**config.mk**
```make
export PLATFORM = sky130hd
export DESIGN_NAME = interrupt_controller
export DESIGN_NICKNAME = d
export VERILOG_FILES = /design/src/rtl/interrupt_controller_pkg.sv /design/src/rtl/priority_encoder.sv /design/src/rtl/interrupt_controller.sv
export SDC_FILE = /design/constraint.sdc
export NUM_CORES = 1
export LEC_CHECK = 0
export ABC_AREA = 1
export BUFFER_PORTS_ARGS = -buffer_cell sky130_fd_sc_hd__clkbuf_2
export CAP_MARGIN = 20
export CORE_UTILIZATION = 50
export CTS_CLUSTER_SIZE = 28
export DETAILED_ROUTE_END_ITERATION = 10
export GPL_TIMING_DRIVEN = 0
export PLACE_DENSITY = 0.85
export SLEW_MARGIN = 20
export SYNTH_ARGS = -nofsm -noshare
export SYNTH_HDL_FRONTEND = slang
export SYNTH_SLANG_ARGS = --single-unit
```
**constraint.sdc**
```tcl
create_clock -name i_Clk -period 1.93 [get_ports i_Clk]
set_input_delay 0.2895 -clock i_Clk [delete_from_list [all_inputs] [get_ports i_Clk]]
set_output_delay 0.2895 -clock i_Clk [all_outputs]
set_load 0.01 [all_outputs]
```
**src/rtl/interrupt_controller_pkg.sv**
```systemverilog
// Shared constants, IME state encoding and vector helper
// for the interrupt controller.
package interrupt_controller_pkg;

    localparam logic [15:0] IF_ADDR = 16'hFF0F;
    localparam logic [15:0] IE_ADDR = 16'hFFFF;

    localparam logic [7:0] VEC_BASE   = 8'h40;
    localparam logic [7:0] VEC_STRIDE = 8'h08;

    localparam int IRQ_VBLANK = 0;
    localparam int IRQ_STAT   = 1;
    localparam int IRQ_TIMER  = 2;
    localparam int IRQ_SERIAL = 3;
    localparam int IRQ_JOYPAD = 4;

    typedef enum logic [1:0] {
        IME_OFF  = 2'd0,
        IME_ARM1 = 2'd1,
        IME_ARM2 = 2'd2,
        IME_ON   = 2'd3
    } ime_state_t;

    function automatic logic [7:0] vec_addr(input logic [7:0] idx);
        return VEC_BASE + VEC_STRIDE * idx;
    endfunction

endpackage

```
**src/rtl/priority_encoder.sv**
```systemverilog
// Lowest-index-first selector: one-hot of the first set bit,
// its binary index, and a valid flag.
module priority_encoder #(
    parameter int N     = 5,
    parameter int IDX_W = (N > 1) ? $clog2(N) : 1
) (
    input  logic [N-1:0]     req,
    output logic [N-1:0]     onehot,
    output logic [IDX_W-1:0] idx,
    output logic             valid
);

    always_comb begin
        onehot = '0;
        idx    = '0;
        valid  = |req;
        // Walk downward so the lowest set bit is the last to win.
        for (int i = N - 1; i >= 0; i--) begin
            if (req[i]) begin
                onehot    = '0;
                onehot[i] = 1'b1;
                idx       = IDX_W'(i);
            end
        end
    end

endmodule

```
**src/rtl/interrupt_controller.sv**
```systemverilog
// IF/IE registers, IME sequencing with the EI delay,
// and dispatch vector generation.
module interrupt_controller
    import interrupt_controller_pkg::*;
#(
    parameter int NUM_IRQ = 5
) (
    input  logic               i_Clk,
    input  logic               i_Rst,
    input  logic               i_Enable,
    input  logic [NUM_IRQ-1:0] i_Request,
    input  logic [15:0]        i_Addr,
    input  logic               i_Read,
    input  logic               i_Write,
    input  logic [7:0]         i_Data,
    output logic [7:0]         o_Data,
    input  logic               i_EI,
    input  logic               i_DI,
    input  logic               i_RETI,
    input  logic               i_Instr_Boundary,
    input  logic               i_Handle_Interrupt,
    output logic [NUM_IRQ-1:0] o_Pending,
    output logic               o_Irq_Request,
    output logic [7:0]         o_Vector,
    output logic               o_IME
);

    localparam int IDX_W = (NUM_IRQ > 1) ? $clog2(NUM_IRQ) : 1;

    logic [NUM_IRQ-1:0] if_q;
    logic [7:0]         ie_q;
    ime_state_t         state;

    logic [NUM_IRQ-1:0] sel_onehot;
    logic [IDX_W-1:0]   sel_idx;
    logic               sel_valid;
    logic [7:0]         sel_idx8;
    logic [NUM_IRQ-1:0] if_next;
    logic [7:0]         rd_if;

    assign o_Pending     = ie_q[NUM_IRQ-1:0] & if_q;
    assign o_IME         = (state == IME_ON);
    assign o_Irq_Request = o_IME & (|o_Pending);

    priority_encoder #(
        .N     (NUM_IRQ),
        .IDX_W (IDX_W)
    ) u_prio (
        .req    (o_Pending),
        .onehot (sel_onehot),
        .idx    (sel_idx),
        .valid  (sel_valid)
    );

    always_comb begin
        sel_idx8 = '0;
        sel_idx8[IDX_W-1:0] = sel_idx;
    end

    // Write, then ack clear, then requests: a new request always wins.
    always_comb begin
        if_next = if_q;
        if (i_Write && i_Addr == IF_ADDR)
            if_next = i_Data[NUM_IRQ-1:0];
        if (i_Handle_Interrupt && sel_valid)
            if_next = if_next & ~sel_onehot;
        if_next = if_next | i_Request;
    end

    always_comb begin
        rd_if = '1;
        rd_if[NUM_IRQ-1:0] = if_q;
        o_Data = '0;
        if (i_Read) begin
            if (i_Addr == IF_ADDR)
                o_Data = rd_if;
            else if (i_Addr == IE_ADDR)
                o_Data = ie_q;
        end
    end

    always_ff @(posedge i_Clk or posedge i_Rst) begin
        if (i_Rst) begin
            if_q     <= '0;
            ie_q     <= '0;
            state    <= IME_OFF;
            o_Vector <= '0;
        end else if (i_Enable) begin
            if_q <= if_next;
            if (i_Write && i_Addr == IE_ADDR)
                ie_q <= i_Data;

            if (i_Handle_Interrupt) begin
                o_Vector <= sel_valid ? vec_addr(sel_idx8) : 8'h00;
                state    <= IME_OFF;
            end else if (i_DI) begin
                state <= IME_OFF;
            end else if (i_RETI) begin
                state <= IME_ON;
            end else begin
                unique case (state)
                    IME_OFF:  if (i_EI) state <= IME_ARM1;
                    IME_ARM1: if (i_Instr_Boundary) state <= IME_ARM2;
                    IME_ARM2: if (i_Instr_Boundary) state <= IME_ON;
                    IME_ON:   state <= IME_ON;
                    default:  state <= IME_OFF;
                endcase
            end
        end
    end

endmodule

```
# ---- After elaboration in Yosys (flattened, before gate mapping)
# Index checks and enable logic that the tools add are counted.
dict set report word_totals {
  register_bits 23
  latch_bits 0
  ram_bits 0
  romBits 0
  in_bits 39
  elab_cells 49
  n_memories 0
}
dict set report op_classes {
  n_addsub 1
  mul 0
  div 0
  n_lt_le_gt_ge 0
  eq_ne 8
  shifts 0
  n_mux 23
  bitwise 5
  reduce_logical 8
}
# operator count
set op_table {}
lappend op_table {{two-way mux 5 bit} 7}
lappend op_table {{== test 16 bit (second input constant)} 2}
lappend op_table {{two-way mux 8 bit} 4}
lappend op_table {{two-way mux 3 bit} 5}
lappend op_table {{inequality test 5 bit (second input constant)} 3}
lappend op_table {{two-way mux 2 bit} 6}
lappend op_table {{bitwise AND 5 bit} 2}
lappend op_table {{adder 7 x 6 -> 8 bit (first input constant)} 1}
lappend op_table {{one-hot mux 2 bit (4 select lines)} 1}
lappend op_table {{inverter 5 bit} 1}
lappend op_table {{bitwise OR 5 bit} 1}
lappend op_table {{OR reduction 5 bit} 1}
lappend op_table {{== test 2 bit (second input constant)} 2}
lappend op_table {{AND reduction 2 bit} 2}
lappend op_table {{AND reduction 4 bit} 1}
lappend op_table {{logical AND 1 bit} 3}
lappend op_table {{== test 2 x 1 -> 1 bit (second input constant)} 1}
lappend op_table {{zero test 2 bit} 1}
lappend op_table {{bitwise AND 1 bit} 1}

# ---- Depth between registers and ports, before layout
# Gate-level depths: netlist (run 1).
dict set report depth {
  depth_word 10
  mapped_depth 10
}

# ---- By module
# A second synthesis (run 1) with hierarchy kept.
dict set report hier_totals {
  cells_unflattened 222
  hier_area_um2 1463.9
}
# mod n_inst cells_each area_per_inst_um2 seq_area_each_um2
set by_module_without_submodules {}
lappend by_module_without_submodules {interrupt_controller 1 203 1377.6 475.5}
lappend by_module_without_submodules {priority_encoder 1 19 86.3 0.0}

# ---- Worst setup path before layout (run 1)
# Ideal clock, no wire load.
dict set report synth_path {
  kind {input to output}
  start {input i_Addr[6]}
  end {output o_Data[0]}
  arrival_ps 1161
  setup_slack_ps 480
  path_stages 7
  path_buffers 0
  cell_sequence {nor2_1 nand2_1 nor2_2 nand2_1 inv_1 nand2_1 a21oi_1}
}
dict set report synth_between {
  elab_chain_cells 4
  elab_cells_between_ends 5
}
# item line
set synth_lines {}
lappend synth_lines {{start, declared} interrupt_controller.sv:12} ;# input logic [15:0] i_Addr,
lappend synth_lines {{== test 16 bit} interrupt_controller.sv:77} ;# else if (i_Addr == IE_ADDR)
lappend synth_lines {{two-way mux 8 bit} interrupt_controller.sv:77}
lappend synth_lines {{two-way mux 8 bit (*)} interrupt_controller.sv:75} ;# if (i_Addr == IF_ADDR)
lappend synth_lines {{two-way mux 8 bit (*)} interrupt_controller.sv:74} ;# if (i_Read) begin
lappend synth_lines {{end, declared} interrupt_controller.sv:16} ;# output logic [7:0] o_Data,
# Mark *: on every way between the ends. The rest lies on a longest branch, timed or not.

# ---- Final worst setup path (run 1)
dict set report layout_path {
  start {input i_Addr[3]}
  end {output o_Data[1]}
}
# Same word-level chain as after synthesis.

==> out/results.ini, run 1 <==
[setup_path]
crit_fanout=7
cpMaxStageDelayCell=nor2_4
r2r_start=if_q[0]$_DFFE_PP0P_
end_kind=primary output
r2r_cells=5
r2r_slack_ps=630
critPathTopFamily=simple AND/OR/NAND/NOR gates
worst-path-stages=10
setup.worst_path.start_class=primary input
cp.arrival_ps=1500
timing.rr.end=o_Vector[6]$_DFFE_PP0P_
critPathKind=in2out
cpMostUsedCell=nand2_1
cp.buffers_inverters=4
critPathMaxStageDelay_ps=190
path_cells=clkbuf_2, nand2_1, inv_1, nand2_1, nor2_4, nand2_1, inv_1, nand2_1, a21oi_1, clkbuf_2
crit_required_ps=1640

[clocking]
clkLatencyLatePin_ps=300
clock_path_buffers=2
cts_hold_buf=0
numCtsBuffers=3
cts_root_buf=clkbuf_4
clock_sinks=19
cts_tree=built
cts.htree.levels=1
path_clk_slew_ps=110

[synth]
async_flop_share_pct=100
synth_edf_count=0
synthCells=189
yosysUniqueCellTypes=26
yosysWarnings=0
yosysSeqAreaShare_pct=36.0
yosys.area.top_type=dfrtp_1
synth-main-ff-cell=dfrtp_1
synth_area_leaders=dfrtp_1 36%, nand2_1 16%, inv_1 9.4%
ys_ff_latch=19
synth.top_cell.area_share_pct=36.0
syn_area_per_cell_um2=6.98
syn-cell-area_mm2=0.00132

[final_layout]
area_delta_synth_final_pct=27.0
drive_gt1_share_pct=33.9
fin_area_mm2=0.00168
n_antenna_cell=0
fillCellCount=229
finalNetCount=291

[timing]
maxSlewViolCount=0
finalSetupTns_ps=0
setup_viol=0
period_share_pct=92.6
timing.fmax_mhz=559
skew_ps=1.40
final-hold-violation-count=0
tightest_slew_ps=723
relSlewSlack_pct=51.8
rsz0062_at_grt=false
finalCriticalPeriod_ps=1790

[place]
dp_hpwl_um=2410
place.port_buffers=55
placedInstanceArea_mm2=0.00164
gp_congestion=0.806

[grt]
grt_use_total_pct=24.1
antenna_found_initial=0
grt_max_degree=20
grt_pass1_vias=1234
grt.overflow.total=0
grt_pass1_wl_um=4970

[detailed_routing]
drt-initial-drc-count=42
viasPerCell=4.95
drc=0
firstDrtPassIters=4
vias=1390
drtAntennaViolNets=0
wirelength_um=3080
wl_per_cell_um=11.0

[outcome]
status=complete, no violations

[floorplanning]
die_width_um=53.4
num_rows=18
core_area_mm2=0.00248
pin_count=62
fp.dieArea_mm2=0.00285
initial_utilization_pct=53.3
dieHeight_um=53.4

[power_and_ir_drop]
power_density_mw_per_mm2=432
ir_worst_vdd_mv=0.415
p_leak_nw=0.985

[run]
drv_cap=0

[hold_path]
holdCritPathClass=in2async

-- logic make-up after synthesis --
family | share of synthesized area, %
other | 0.284
buffers and inverters | 14.6
flip-flops | 36.0
AND/OR/NAND/NOR | 33.6
multiplexers | 0.853
AO/OA/AOI/OAI | 14.6
-- layout make-up --
type                            count  area, µm²  share of cell area [%]
Buffer                              8       65.1                    3.88
Clock buffer                        3       22.5                    1.34
Clock inverter                      1       5.00                   0.299
Inverter                           34        128                    7.61
Multi-Input combinational cell    131        668                    39.9
Sequential cell                    19        475                    28.4
Tap cell                           30       37.5                    2.24
Timing Repair Buffer               55        275                    16.4
-- flip-flops by register name (all words and copies together), names as in the netlist --
| name | flops |
|---|---|
| o_Vector | 4 |
| if_q | 5 |
| ie_q | 8 |
| state | 2 |
-- what timing repair did --
item,in CTS,in global routing
setup endpoints to repair,0,5
gates resized for setup,0,1
buffers inserted,0,0
endpoints found under the hold margin,0,0
-- power by group --
part	leakage [nW]	switching (mW)	internal [mW]
Combinational	0.730	0.0650	0.0466
Sequential	0.238	0.00353	0.402
Clock	0.0177	0.131	0.0772
Total	0.985	0.199	0.526
-- worst reg2reg max path, delay by kind of cell (launching register included) --
kind,cells,cell delay (ps)
AND/OR/NAND/NOR,4,500
flip-flops,1,430
multiplexers,1,260
-- synth_stat cells, types with 3 or more instances --
master / count
o21ai_0: 6
nand2_1: 55
inv_1: 33
a21oi_1: 14
nand2_2: 3
nand3_1: 9
o21ai_2: 8
nor2_1: 15
buf_4: 4
dfrtp_1: 19
nand4_1: 6
o31ai_1: 3
-- layout by cell type, fill, tap and decap left out --
| cell type | Yosys | layout |
|---|---|---|
| mux2_2 | 1 | 1 |
| nand4_4 | 1 | 1 |
| buf_2 | 1 | 1 |
| dfrtp_1 | 19 | 19 |
| and2_4 | 1 | 1 |
| nand2_1 | 55 | 55 |
| nor3_1 | 1 | 1 |
| inv_2 | 1 | 1 |
| nand4_1 | 6 | 6 |
| nor3_2 | 1 | 1 |
| o31ai_1 | 3 | 3 |
| buf_8 | 1 | 1 |
| a21oi_1 | 14 | 14 |
| nand3_1 | 9 | 9 |
| clkbuf_4 | 0 | 3 |
| nor2_4 | 1 | 2 |
| nor2_1 | 15 | 15 |
| buf_6 | 1 | 1 |
| clkbuf_2 | 0 | 55 |
| o21ai_2 | 8 | 8 |
| conb_1 | 1 | 4 |
| clkinv_2 | 0 | 1 |
| o21ai_0 | 6 | 6 |
| clkbuf_1 | 1 | 1 |
| nand2_2 | 3 | 3 |
| nand3_4 | 1 | 1 |
| inv_1 | 33 | 33 |
| buf_4 | 4 | 4 |
-- how the worst max path moves through the flow --
stage	from	to	slack (ps)
3_3_place_gp	i_Addr[6]	o_Data[0]	110
2_1_floorplan	i_Addr[6]	o_Data[0]	480
3_5_place_dp	i_Addr[4]	o_Data[1]	100
4_1_cts	i_Addr[4]	o_Data[1]	90
5_1_grt	i_Addr[4]	o_Data[2]	20
6_report	i_Addr[3]	o_Data[1]	140
-- metrics by stage --
step | hold slack [ps] | utilization, % | instances | worst slack (ps) | power, mW
final | 67.6 | 67.7 | 281 | 142 | 0.725
after global routing | 129 | 67.7 | 281 | 19.5 | 0.761
after CTS | 95.6 | 67.5 | 281 | 94.0 | 0.731
after detailed placement | 431 | 66.4 | 277 | 99.8 | 0.524
after global placement | 425 | 66.4 | 277 | 111 | 0.521
after floorplan | 241 | - | 192 | 480 | 0.470
-- metal layers --
layer	vias up	wire [µm]	global-route usage [%]
met2	34	1550	43.5
li1	709	-	-
met4	0	19	7.46
met3	2	127	2.87
met5	-	0	0
met1	645	1390	29.2
Note: power is estimated with default switching activity, not from simulation.
==> run 2: changes to the inputs <==
--- a/config.mk
+++ b/config.mk
@@ -8,11 +8,12 @@
 export ABC_AREA = 1
 export BUFFER_PORTS_ARGS = -buffer_cell sky130_fd_sc_hd__clkbuf_2
 export CAP_MARGIN = 20
-export CORE_UTILIZATION = 50
+export CORE_UTILIZATION = 42
 export CTS_CLUSTER_SIZE = 28
 export DETAILED_ROUTE_END_ITERATION = 10
 export GPL_TIMING_DRIVEN = 0
-export PLACE_DENSITY = 0.85
+export PLACE_DENSITY = 0.76
+export SETUP_SLACK_MARGIN = 0.15
 export SLEW_MARGIN = 20
 export SYNTH_ARGS = -nofsm -noshare
 export SYNTH_HDL_FRONTEND = slang
==> constraint.sdc (replaced) <==
create_clock -name i_Clk -period 1.6 [get_ports i_Clk]
set_input_delay 0.24 -clock i_Clk [delete_from_list [all_inputs] [get_ports i_Clk]]
set_output_delay 0.24 -clock i_Clk [all_outputs]
set_load 0.01 [all_outputs]
==> run 2 against run 1 <==
Utilization is 1.2 points higher. Wire length up 20%. Power grew 25%. Global-route usage shrank 2.3 points. Non-clock buffer count up 17. Die area is 18% higher. Cell area grew 18%. Register-to-register slack worse by 280 ps. Critical endpoint is now o_Irq_Request. Clock power increased by 26%. The flow now finishes with violations (DRC). Clock skew is 2.8 ps higher. Highest routed layer unchanged.
==> out/results.ini, run 2 (synthesized netlist as in run 1, its figures left out) <==
[outcome]
status=finished with violations
violations=DRC

[clocking]
path_clk_slew_ps=120
cts.htree.levels=1
cts_root_buf=clkbuf_4
cts_hold_buf=0
numCtsBuffers=3
clock_path_buffers=2
clkLatencyLatePin_ps=310
cts_tree=built
clock_sinks=19

[detailed_routing]
drc=2
drt-initial-drc-count=70
wl_per_cell_um=12.0
vias=1500
wirelength_um=3710
firstDrtPassIters=7
drtAntennaViolNets=0
viasPerCell=4.84

[final_layout]
final_cell_mix=39 x clkbuf_2, 38 x nand2_1, 30 x inv_1, 20 x buf_4, 19 x dfrtp_1
area_delta_synth_final_pct=50.1
reg_top3=ie_q: 8 flops, if_q: 5 flops, o_Vector: 4 flops
finalNetCount=308
n_antenna_cell=0
final_common_cell=clkbuf_2
drive_gt1_share_pct=47.8
utilization_pct=68.9
top_register=ie_q
stdcell_count=310
regArea_um2=475
fillCellCount=253
largest_reg_flops=8
multi_input_area_um2=773

[grt]
grt.overflow.total=0
grt_use_total_pct=21.8
grt_pass1_vias=1346
antenna_found_initial=0
grt_pass1_wl_um=5710
grt_max_degree=20

[floorplanning]
die_width_um=58.1
core_area_mm2=0.00288
dieHeight_um=58.1
initial_utilization_pct=45.9
num_rows=19
pin_count=62
fp.dieArea_mm2=0.00337

[setup_path]
critPathKind=reg2out
cp.buffers_inverters=1
crit_fanout=3
path_cells=nand2_2, nand2_4, nor2_4, a21oi_1, clkbuf_2
critPathTopFamily=flip-flops
end_kind=primary output
crit_required_ps=1360
setup.worst_path.start_class=flip-flop
critPathMaxStageDelay_ps=420
cp.arrival_ps=1250
cpMaxStageDelayCell=dfrtp_1

[timing]
tightest_slew_ps=755
skew_ps=4.18
maxSlewViolCount=0
period_share_pct=93.4
finalCriticalPeriod_ps=1490
timing.fmax_mhz=669
setup_viol=0
relSlewSlack_pct=49.6
rsz0062_at_grt=true
final-hold-violation-count=0

[power_and_ir_drop]
ir_worst_vdd_mv=0.327
finalPower_mw=0.906
power_density_mw_per_mm2=457
p_leak_nw=1.18

[hold_path]
holdCritPathClass=in2async

[place]
dp.cells=289
gp_congestion=0.799
place.port_buffers=55
dp_hpwl_um=2440

[run]
drv_cap=0

run 2: cell types whose count changed in the layout (fill, tap and decap cells not counted), moves of 2 or more:
cell	delta
nand2_2	+11
buf_6	+6
clkbuf_2	-16
inv_1	-3
buf_4	+16
buf_2	+10
nand2_4	+6
a21oi_2	+5
a21oi_1	-5
nand2_1	-17
inv_2	+2
run 2: layout make-up:
| cell class | instances | share of cell area (%) |
|---|---|---|
| clock inverters | 1 | 0.253 |
| clock buffers | 3 | 1.14 |
| inverters | 34 | 6.57 |
| flip-flops and latches | 19 | 24.0 |
| multi-input cells | 131 | 39.0 |
| repair buffers | 72 | 23.1 |
| well taps | 42 | 2.65 |
| plain buffers | 8 | 3.28 |
run 2: layer usage:
metal  vias to the layer above  track usage [%]  part of all wire [%]
met5                         -                0                     0
met4                         0             8.16                   1.5
met3                         7             2.46                   5.3
met2                        54             37.4                    51
met1                       695             28.2                    42
li1                        744                -                     -
run 2: worst reg2reg max path, delay by kind of cell, from the launching register on:
kind               cells  cell delay [ps]
and+or+nand+nor        6              560
DFF                    1              420
AOI/OAI and AO/OA      1              190
run 2: what timing repair did:
item	CTS	global route
resized for setup	12	40
pin swaps	5	5
endpoints found under the setup margin	9	10
cloned	0	1
buffers inserted	13	3
run 2: worst paths after layout:
check                                          from             endpoint  slack, ps  cells past startpoint
worst max register to register  ie_q[0]$_DFFE_PP0P_  if_q[2]$_DFFE_PP0P_        350                      7
max in group asynchronous                     i_Rst  ie_q[6]$_DFFE_PP0P_       1110                      2
worst max-delay path            ie_q[0]$_DFFE_PP0P_        o_Irq_Request        110                      5
worst min-delay path                          i_Rst  if_q[4]$_DFFE_PP0P_         20                      2
worst min register to register  ie_q[5]$_DFFE_PP0P_  ie_q[5]$_DFFE_PP0P_        500                      2
min in group i_Clk                        i_Data[7]  ie_q[7]$_DFFE_PP0P_        140                      3
run 2: power by group:
group	internal, mW	total [mW]	switching [mW]	leakage [nW]
clock	0.0935	0.262	0.169	0.0177
sequential	0.485	0.489	0.00406	0.238
combinational	0.0677	0.155	0.0869	0.926
run 2: stage by stage:
stage,hold slack (ps),setup WS (ps),setup TNS [ps],cell area (µm²)
6_report,18.6,106,0,1980
5_1_grt,66.4,34.6,0,1980
4_1_cts,36.9,111,0,1820
3_5_place_dp,385,-99.8,-430,1660
3_3_place_gp,385,-118,-525,1660
2_1_floorplan,191,249,0,1330
==> run 3: changes to the inputs <==
--- a/config.mk
+++ b/config.mk
@@ -11,7 +11,9 @@
 export CORE_UTILIZATION = 42
 export CTS_CLUSTER_SIZE = 28
 export DETAILED_ROUTE_END_ITERATION = 10
+export GPL_ROUTABILITY_DRIVEN = 0
 export GPL_TIMING_DRIVEN = 0
+export MAX_ROUTING_LAYER = met4
 export PLACE_DENSITY = 0.76
 export SETUP_SLACK_MARGIN = 0.15
 export SLEW_MARGIN = 20
==> run 3 against run 2 <==
The run still ends with DRC left. Via count unchanged. Largest power group unchanged. Combinational power about the same. Worst setup slack about the same. Die area unchanged. Worst hold slack about the same. Flip-flop and latch count unchanged.
==> out/results.ini, run 3 (synthesized netlist as in run 1, its figures left out) <==
[grt]
grt_pass1_wl_um=5710
antenna_found_initial=0
grt-busiest-layer=met2
gr-usage-met2_pct=37.4
use_met1_pct=28.2
grt_use_total_pct=22.5
grt_pass1_vias=1345
grt.overflow.total=0
grtUsageMet3_pct=2.46
grt_max_degree=20

[timing]
finalCriticalPeriod_ps=1490
setup_viol=0
rsz0062_at_grt=true
finalSetupTns_ps=0
timing.fmax_mhz=669
relSlewSlack_pct=49.6
maxSlewViolCount=0
skew_ps=4.19
final-hold-violation-count=0
period_share_pct=93.4
tightest_slew_ps=755

[final_layout]
drive_gt1_share_pct=47.8
largest_reg_flops=8
area_delta_synth_final_pct=50.1
fin_area_mm2=0.00198
final_cell_mix=39 x clkbuf_2, 38 x nand2_1, 30 x inv_1, 20 x buf_4, 19 x dfrtp_1
stdcell_count=310
final_common_cell=clkbuf_2
n_antenna_cell=0
fillCellCount=253
reg_top3=ie_q: 8 flops, if_q: 5 flops, o_Vector: 4 flops
top_register=ie_q
regArea_um2=475
multi_input_area_um2=773
finalNetCount=308

[setup_path]
setup.worst_path.start_class=flip-flop
crit_required_ps=1360
crit_fanout=3
end_kind=primary output
critPathKind=reg2out
r2r_slack_ps=350
cp.arrival_ps=1250

[floorplanning]
core_area_mm2=0.00288
num_rows=19
die_width_um=58.1
pin_count=62
initial_utilization_pct=45.9
dieHeight_um=58.1
fp.dieArea_mm2=0.00337

[power_and_ir_drop]
ir_worst_vdd_mv=0.327
p_int_mw=0.646
p_seq_share_pct=54.0
power_frac_comb_pct=17.1
switchingPower_mw=0.260
p_sw_share_pct=28.7
clkPwrFrac_pct=29.0
finalPower_mw=0.906
p_leak_nw=1.18
power_density_mw_per_mm2=457

[detailed_routing]
drt-initial-drc-count=70
drc=2
vias=1500
viasPerCell=4.84
wl_per_cell_um=12.0
drtAntennaViolNets=0
firstDrtPassIters=7
wirelength_um=3710

[clocking]
clock_sinks=19
clkLatencyLatePin_ps=310
cts_root_buf=clkbuf_4
clock_path_buffers=2
numCtsBuffers=3
cts_tree=built
path_clk_slew_ps=120
cts.htree.levels=1

[place]
place.port_buffers=55
dp_hpwl_um=2440
placedInstanceArea_mm2=0.00166
dp.cells=289

[run]
drv_cap=0

[outcome]
violations=DRC
status=finished with violations

[hold_path]
holdCritPathClass=in2async

[run 3: cell counts in the layout (fill, tap and decap cells not counted)]
Identical to the previous run, type by type.
[run 3: area by class of cell]
cell class | instances | share of cell area, %
tap | 42 | 2.65
buffer | 8 | 3.28
clock inverter | 1 | 0.253
multi-input combinational | 131 | 39.0
sequential | 19 | 24.0
inverter | 34 | 6.57
timing repair buffer | 72 | 23.1
clock buffer | 3 | 1.14
[run 3: path summary, 6_finish.rpt]
check / startpoint / to / cells after the start
max in group asynchronous: i_Rst / ie_q[6]$_DFFE_PP0P_ / 2
max reg2reg: ie_q[0]$_DFFE_PP0P_ / if_q[2]$_DFFE_PP0P_ / 7
max: ie_q[0]$_DFFE_PP0P_ / o_Irq_Request / 5
min: i_Rst / if_q[4]$_DFFE_PP0P_ / 2
min reg2reg: ie_q[5]$_DFFE_PP0P_ / ie_q[5]$_DFFE_PP0P_ / 2
min in group i_Clk: i_Data[7] / ie_q[7]$_DFFE_PP0P_ / 3
[run 3: repair_timing]
item	4_1_cts	5_1_grt
buffers inserted	13	3
gates resized for setup	12	40
pin swaps	5	5
hold buffers	0	0
endpoints found under the setup margin	9	10
gates cloned	0	1
[run 3: stage by stage]
stage / hold slack [ps] / utilization, % / setup WS, ps
floorplan: 191 / - / 249
global placement: 385 / 57.7 / -118
detailed placement: 385 / 57.7 / -99.8
CTS: 36.9 / 63.2 / 111
global route: 66.4 / 68.9 / 34.6
finish: 18.6 / 68.9 / 106
[run 3: critical path, cell delays in order, from the launching register on]
cell and delay, ps:
dfrtp_1 420, nand2_2 120, nand2_4 80, nor2_4 130, a21oi_1 70, clkbuf_2 120
[run 3: layer usage]
metal | wire [µm] | share of wire (%)
met5 | 0 | 0
met4 | 57 | 1.5
met3 | 197 | 5.3
met2 | 1910 | 51
met1 | 1540 | 42
[run 3: power groups by stage]
stage | Clock [mW] | Sequential [mW] | Combinational, mW
floorplan | 0 | 0.497 | 0.0694
global placement | 0 | 0.498 | 0.132
detailed placement | 0 | 0.498 | 0.134
CTS | 0.264 | 0.489 | 0.137
global route | 0.292 | 0.490 | 0.173
finish | 0.262 | 0.489 | 0.155
